**config.mk**
```make
export PLATFORM = sky130hd
export DESIGN_NAME = lcd_text_arbiter
export DESIGN_NICKNAME = d
export VERILOG_FILES = /design/src/rtl/lcd_text_arbiter.sv
export SDC_FILE = /design/constraint.sdc
export NUM_CORES = 1
export LEC_CHECK = 0
export BUFFER_PORTS_ARGS = -buffer_cell sky130_fd_sc_hd__buf_2
export CORE_UTILIZATION = 39
export DETAILED_ROUTE_END_ITERATION = 10
export PLACE_DENSITY = 0.6
export SETUP_SLACK_MARGIN = 0.1
export SYNTH_ARGS = -nofsm -noshare
export SYNTH_HDL_FRONTEND = slang
export SYNTH_SLANG_ARGS = --single-unit
export TNS_END_PERCENT = 10
```
**constraint.sdc**
```tcl
create_clock -name clk -period 3.4 [get_ports clk]
set_input_delay 0.34 -clock clk [delete_from_list [all_inputs] [get_ports clk]]
set_output_delay 0.34 -clock clk [all_outputs]
set_load 0.05 [all_outputs]
```
**src/rtl/lcd_text_arbiter.sv**
```systemverilog
// lcd_text_arbiter
// Character buffer (2**ADDR_W x 8) read by the HD44780 4-bit driver. Two
// writers share the buffer through a round-robin arbiter. A small scheduler
// issues one lcd_trg pulse whenever the buffer is dirty, the driver is idle
// and the post-print holdoff has elapsed.
// Build option: define LCD_ARB_AUTOREFRESH_EN for a periodic forced re-print.
//
// state   | meaning
// CLEAR   | fill every entry with FILL_CHAR after reset, writers held off
// IDLE    | wait for dirty, driver idle and holdoff expired
// TRIG    | one-cycle print trigger to the driver
// WAIT_HI | wait for the driver to raise busy (bounded by BUSY_TIMEOUT)
// WAIT_LO | wait for the print to finish, then start the holdoff
module lcd_text_arbiter #(
  parameter int         ADDR_W         = 6,
  parameter int         HOLDOFF_CYCLES = 250,
  parameter int         BUSY_TIMEOUT   = 4,
  parameter int         REFRESH_CYCLES = 250000,
  parameter logic [7:0] FILL_CHAR      = 8'h20
) (
  input  logic              clk,
  input  logic              rst,
  input  logic              req0_valid,
  input  logic [ADDR_W-1:0] req0_addr,
  input  logic [7:0]        req0_data,
  output logic              req0_ready,
  input  logic              req1_valid,
  input  logic [ADDR_W-1:0] req1_addr,
  input  logic [7:0]        req1_data,
  output logic              req1_ready,
  input  logic              lcd_busy,
  output logic              lcd_trg,
  input  logic [ADDR_W-1:0] lcd_addr,
  output logic [7:0]        lcd_data,
  output logic              dirty,
  output logic              clearing
);

  localparam int DEPTH = 1 << ADDR_W;
  localparam int HO_W  = $clog2(HOLDOFF_CYCLES + 1);
  localparam int TO_W  = $clog2(BUSY_TIMEOUT + 1);

  typedef enum logic [2:0] {
    S_CLEAR   = 3'd0,
    S_IDLE    = 3'd1,
    S_TRIG    = 3'd2,
    S_WAIT_HI = 3'd3,
    S_WAIT_LO = 3'd4
  } state_t;

  state_t            state_q, state_d;
  logic [7:0]        mem [DEPTH];
  logic [ADDR_W-1:0] clr_idx;
  logic              clr_last;
  logic              rr_ptr;       // 0: req0 wins a tie, 1: req1 wins a tie
  logic [HO_W-1:0]   holdoff_cnt;
  logic              holdoff_done;
  logic [TO_W-1:0]   tmo_cnt;
  logic              busy_timeout;
  logic              wr_commit;
  logic [ADDR_W-1:0] wr_addr;
  logic [7:0]        wr_data;
  logic              dirty_set;
  logic              refresh_wrap;

  assign clr_last     = (clr_idx == {ADDR_W{1'b1}});
  assign holdoff_done = (holdoff_cnt == '0);
  assign busy_timeout = (state_q == S_WAIT_HI) && !lcd_busy && (tmo_cnt == TO_W'(1));
  assign wr_commit    = req0_ready | req1_ready;
  assign wr_addr      = req0_ready ? req0_addr : req1_addr;
  assign wr_data      = req0_ready ? req0_data : req1_data;
  assign dirty_set    = wr_commit || busy_timeout || refresh_wrap ||
                        ((state_q == S_CLEAR) && clr_last);

`ifdef LCD_ARB_AUTOREFRESH_EN
  localparam int RF_W = $clog2(REFRESH_CYCLES);
  logic [RF_W-1:0] refresh_cnt;

  assign refresh_wrap = (refresh_cnt == '0);

  // Free-running refresh down-counter, restarted by every print trigger
  always_ff @(posedge clk) begin
    if (rst || state_q == S_TRIG) begin
      refresh_cnt <= RF_W'(REFRESH_CYCLES - 1);
    end else if (refresh_wrap) begin
      refresh_cnt <= RF_W'(REFRESH_CYCLES - 1);
    end else begin
      refresh_cnt <= refresh_cnt - 1'b1;
    end
  end
`else
  // Autorefresh absent: the comparison is constant false
  assign refresh_wrap = (REFRESH_CYCLES < 0);
`endif

  // Scheduler state register
  always_ff @(posedge clk) begin
    if (rst) begin
      state_q <= S_CLEAR;
    end else begin
      state_q <= state_d;
    end
  end

  // Scheduler next-state logic
  always_comb begin
    state_d = state_q;
    case (state_q)
      S_CLEAR:   if (clr_last) state_d = S_IDLE;
      S_IDLE:    if (dirty && !lcd_busy && holdoff_done) state_d = S_TRIG;
      S_TRIG:    state_d = S_WAIT_HI;
      S_WAIT_HI: begin
        if (lcd_busy) begin
          state_d = S_WAIT_LO;
        end else if (busy_timeout) begin
          state_d = S_IDLE;
        end
      end
      S_WAIT_LO: if (!lcd_busy) state_d = S_IDLE;
      default:   state_d = S_CLEAR;
    endcase
  end

  // Moore outputs and combinational round-robin grants
  always_comb begin
    lcd_trg    = (state_q == S_TRIG);
    clearing   = (state_q == S_CLEAR);
    req0_ready = 1'b0;
    req1_ready = 1'b0;
    if (state_q != S_CLEAR) begin
      req0_ready = req0_valid && (!req1_valid || !rr_ptr);
      req1_ready = req1_valid && (!req0_valid ||  rr_ptr);
    end
  end

  // Clear index, arbitration pointer, dirty flag, holdoff and busy timers
  always_ff @(posedge clk) begin
    if (rst) begin
      clr_idx     <= '0;
      rr_ptr      <= 1'b0;
      dirty       <= 1'b0;
      holdoff_cnt <= '0;
      tmo_cnt     <= '0;
    end else begin
      if (state_q == S_CLEAR) begin
        clr_idx <= clr_idx + 1'b1;
      end

      // after a grant the other requester wins the next tie
      if (wr_commit) begin
        rr_ptr <= req0_ready;
      end

      // a write in the trigger cycle keeps the buffer dirty
      if (dirty_set) begin
        dirty <= 1'b1;
      end else if (state_q == S_TRIG) begin
        dirty <= 1'b0;
      end

      if (state_q == S_WAIT_LO && !lcd_busy) begin
        holdoff_cnt <= HO_W'(HOLDOFF_CYCLES);
      end else if (state_q == S_IDLE && !holdoff_done) begin
        holdoff_cnt <= holdoff_cnt - 1'b1;
      end

      if (state_q == S_TRIG) begin
        tmo_cnt <= TO_W'(BUSY_TIMEOUT);
      end else if (state_q == S_WAIT_HI && tmo_cnt != '0) begin
        tmo_cnt <= tmo_cnt - 1'b1;
      end
    end
  end

  // Buffer write port: fill pattern during CLEAR, arbitrated writes otherwise
  always_ff @(posedge clk) begin
    if (!rst) begin
      if (state_q == S_CLEAR) begin
        mem[clr_idx] <= FILL_CHAR;
      end else if (wr_commit) begin
        mem[wr_addr] <= wr_data;
      end
    end
  end

  // Registered read port; a same-cycle write to the same entry returns old data
  always_ff @(posedge clk) begin
    if (rst) begin
      lcd_data <= 8'h00;
    end else begin
      lcd_data <= mem[lcd_addr];
    end
  end

endmodule

```
==> results.md <==
* 1st-iter DRT viols at about 1100
* Compound-Gate Fraction of Synth Area at 0.0351
* Pre-CTS setup slack at 0.400 ns
* Antenna Nets Post-Route at 0
* Delay of the slowest cell on the worst path at approximately 0.50 ns
* Util after Layout at 0.459
* Initial DRT Pass Iterations at 5
* Total of fill cells in the finished design at ~4700
* Post-route cell area at about 0.025 mm2
* Hold Fails Final Rpt at 0
* Clock Path Buffers at 3
* Number of synthesized flops with an enable pin at 512
* First-pass GRT wire length at ~73000 um
* R2R Setup Slk at ~0.35 ns
* Vias per inst at between 5 and 6
* Worst VDD drop at between 0.0003 and 0.0004 V
* Crit-path slowest cell: nand4_2
* Vias in the first global route at around 11000
* Setup TNS at 0 ns
* I/O pin count at between 50 and 60
* Wire per inst at roughly 24 um
* Main combinational cell family by area after synthesis: multiplexers
* Met2 GRT Util at 0.288
* Drt drc at 0
* Syn_nets at between 1000 and 1500
* Antenna diodes at 0
* Post-synthesis mux area share at 0.158
* Sequential area share after synthesis at 0.737
* Achievable clock frequency at between 0.3 and 0.4 GHz
* Layout area overhead at 16.4%
* Met3 usage at 0.0278
* RSZ-0062 raised after global routing: false
* Initial Util at 0.394
* Core region area at 0.0550 mm2
* Fin. max-slew vios at 0
* Top-area cell type share of the netlist area at 0.710
* Total CTS buffers at 54
* Share of layout cells above drive strength 1 at 0.313
* Async SR Flop Fraction at 0
* Syn Inst Count at around 1100
* Post-synth cell types at 58
* CP Max Fanout at 21
* Post-synthesis adder-cell area fraction at 0.00347
* Fin cells at 2061
* Register area at around 0.016 mm2
* Crit share post-route at 0.896
* CTS Root Cell: clkbuf_16
* Max transition margin at 0.452
* Cell taking the most area after synthesis: edfxtp_1
* Dpl cell area at 0.0235 mm2
* Post-layout minimum cycle time at between 3 and 4 ns
* Grt met1 use at 0.249
* Avg Inst Size Synth at just under 20 um2
* Largest cells by area after synthesis: edfxtp_1 (71%), mux4_2 (13%), dfxtp_1 (2.8%)
* Crit path top cell by count: buf_4
* Synthesis-stage register bit count at around 540
* Depth of the CTS H-tree at 2
* Final worst slack at 0.354 ns
* Cell area after synthesis at approximately 0.022 mm2
* CTS Sinks at around 540
* Worst endpoint required time at approximately 3.7 ns
* Primary FF master, synth: edfxtp_1
* Via count at 11000
* GRT Total Usage at 0.179
* Die H at 238 um
* Status: finished clean
* Most used routing layer: met2
* Worst-path clk slew at 0.06 ns
* Full die area at 0.0565 mm2
* Endpoints failing setup at 0
* Power per standard cell area at 641 mW/mm2
* Multi-input logic area at around 0.0054 mm2
* Port bufs at 51
* Initial antenna violation count at 0
* Synth Area in Simple Gates at 0.0439
* Worst-Margin Slew at between 0.8 and 0.9 ns
* Worst min-delay path class: in -> reg
* Post-CTS Hold Buffers at 0
* Row count at 86
* Later-pin clock latency in the skew report at about 0.6 ns
* Synth warn at 0
* Worst Setup Start Kind: flip-flop
* Largest net degree at the start of global routing at between 60 and 70
* Maxcap violations at 0
* Placer Congestion at ~0.77
* CP Capture Type: flip-flop
* Final WL at ~50000 um
* CTS resizes at 0
* Nets at 1313
* Worst Skew at around 0.015 ns
* Postcts setup bufs at 0
* CP cell instances: or3_4 > clkinv_2 > nor3_2 > buf_4 > a31o_2 > nand4_2 > nor2_1 > buf_4
* CTS tree: yes
* Pleak at ~8.3 nW
* Detailed Place HPWL at 30600 um
* Post-Synth XOR/XNOR Area at 0.00606
* Die X at approximately 240 um
* Dpl cells at roughly 2000
* Critical path class: reg -> reg
* Grt ovf at 0
* Critical Path AT at roughly 3.3 ns
## cell usage after synthesis, drive strengths merged (2+ instances only)
| cell type | count |
|---|---|
| nor3 | 7 |
| a21boi | 2 |
| or3 | 8 |
| a22oi | 2 |
| nand2b | 5 |
| o211a | 5 |
| clkinv | 2 |
| buf | 43 |
| o221ai | 7 |
| mux4 | 129 |
| ha | 6 |
| a31o | 5 |
| mux2 | 12 |
| nand3 | 20 |
| and3 | 2 |
| a221oi | 2 |
| xnor2 | 5 |
| nand2 | 47 |
| a2111oi | 2 |
| edfxtp | 512 |
| nand3b | 2 |
| nand4 | 9 |
| a21o | 6 |
| o22ai | 9 |
| a21oi | 34 |
| nor2 | 83 |
| o21ai | 22 |
| nor2b | 7 |
| a31oi | 8 |
| nand4b | 2 |
| or2 | 2 |
| mux2i | 38 |
| inv | 8 |
| xor2 | 10 |
| o2bb2ai | 2 |
| dfxtp | 30 |
| clkbuf | 16 |
## routing by layer
layer  part of all wire  vias up
met5                  0        -
met3              0.062       67
met4              0.025        0
li1                   -     4857
met2               0.49      336
met1               0.43     5782
## power breakdown
part	switching [W]	internal [W]
registers	0.000117	0.00783
clock network	0.00249	0.00339
logic	0.00164	0.000707
total	0.00424	0.0119
## final timing paths
path	from	endpoint	depth (start not counted)
max	state_q[1]	mem[0][0]	8
min	rst	dirty	2
max reg2reg	state_q[1]	mem[0][0]	8
min reg2reg	clr_idx[1]	clr_idx[1]	2
## cell usage in the layout, fill, tap and decap left out, types with 6 or more instances in the layout
cell type	n
edfxtp_1	512
mux4_2	129
buf_4	97
nor2_1	83
clkbuf_16	55
buf_2	48
nand2_1	47
mux2i_1	38
dfxtp_1	30
a21oi_1	26
nand3_1	20
o21ai_0	19
clkinv_2	15
mux2_2	12
xor2_1	10
clkinv_1	10
o22ai_1	9
inv_1	8
a21oi_4	8
nand4_2	8
clkbuf_1	8
o221ai_1	7
or3_1	7
nor2b_1	7
a21o_1	6
nor3_1	6
ha_1	6
## stage by stage
stage          hold slack, ns  power [W]
2_1_floorplan           0.466    0.00962
3_3_place_gp            0.488     0.0104
3_5_place_dp            0.490     0.0104
4_1_cts                 0.103     0.0163
5_1_grt                 0.157     0.0167
6_report                0.129     0.0162
## worst max-delay path, delay by kind of cell (launching register included)
| kind | cells | cell delay, ns |
|---|---|---|
| flip-flops | 1 | 0.49 |
| buffers and inverters | 3 | 0.64 |
| AND/OR/NAND/NOR | 4 | 1.36 |
| AO/OA/AOI/OAI | 1 | 0.25 |
## registers in the layout, indices dropped and copies added, names as in the netlist
signal / count
rr_ptr: 1
dirty: 1
lcd_data: 8
tmo_cnt: 3
holdoff_cnt: 8
state_q: 3
mem: 512
clr_idx: 6
## logic make-up (layout without fill, tap and decap cells)
logic type | Yosys count | after routing
flip-flops | 542 | 542
adder cells (fa/ha/maj) | 6 | 6
multiplexers | 179 | 179
buffers and inverters | 69 | 263
AND/OR/NAND/NOR | 197 | 197
XOR/XNOR | 15 | 15
AO/OA/AOI/OAI | 111 | 111
## cell type report
type                    instances  area share
flip-flops and latches        542       0.634
clock buffers                  65      0.0569
clock inverters                36      0.0127
multi-input cells             508       0.215
inverters                      10     0.00154
well taps                     748      0.0371
repair buffers                152      0.0433
Power figures use the tool's default switching activity.
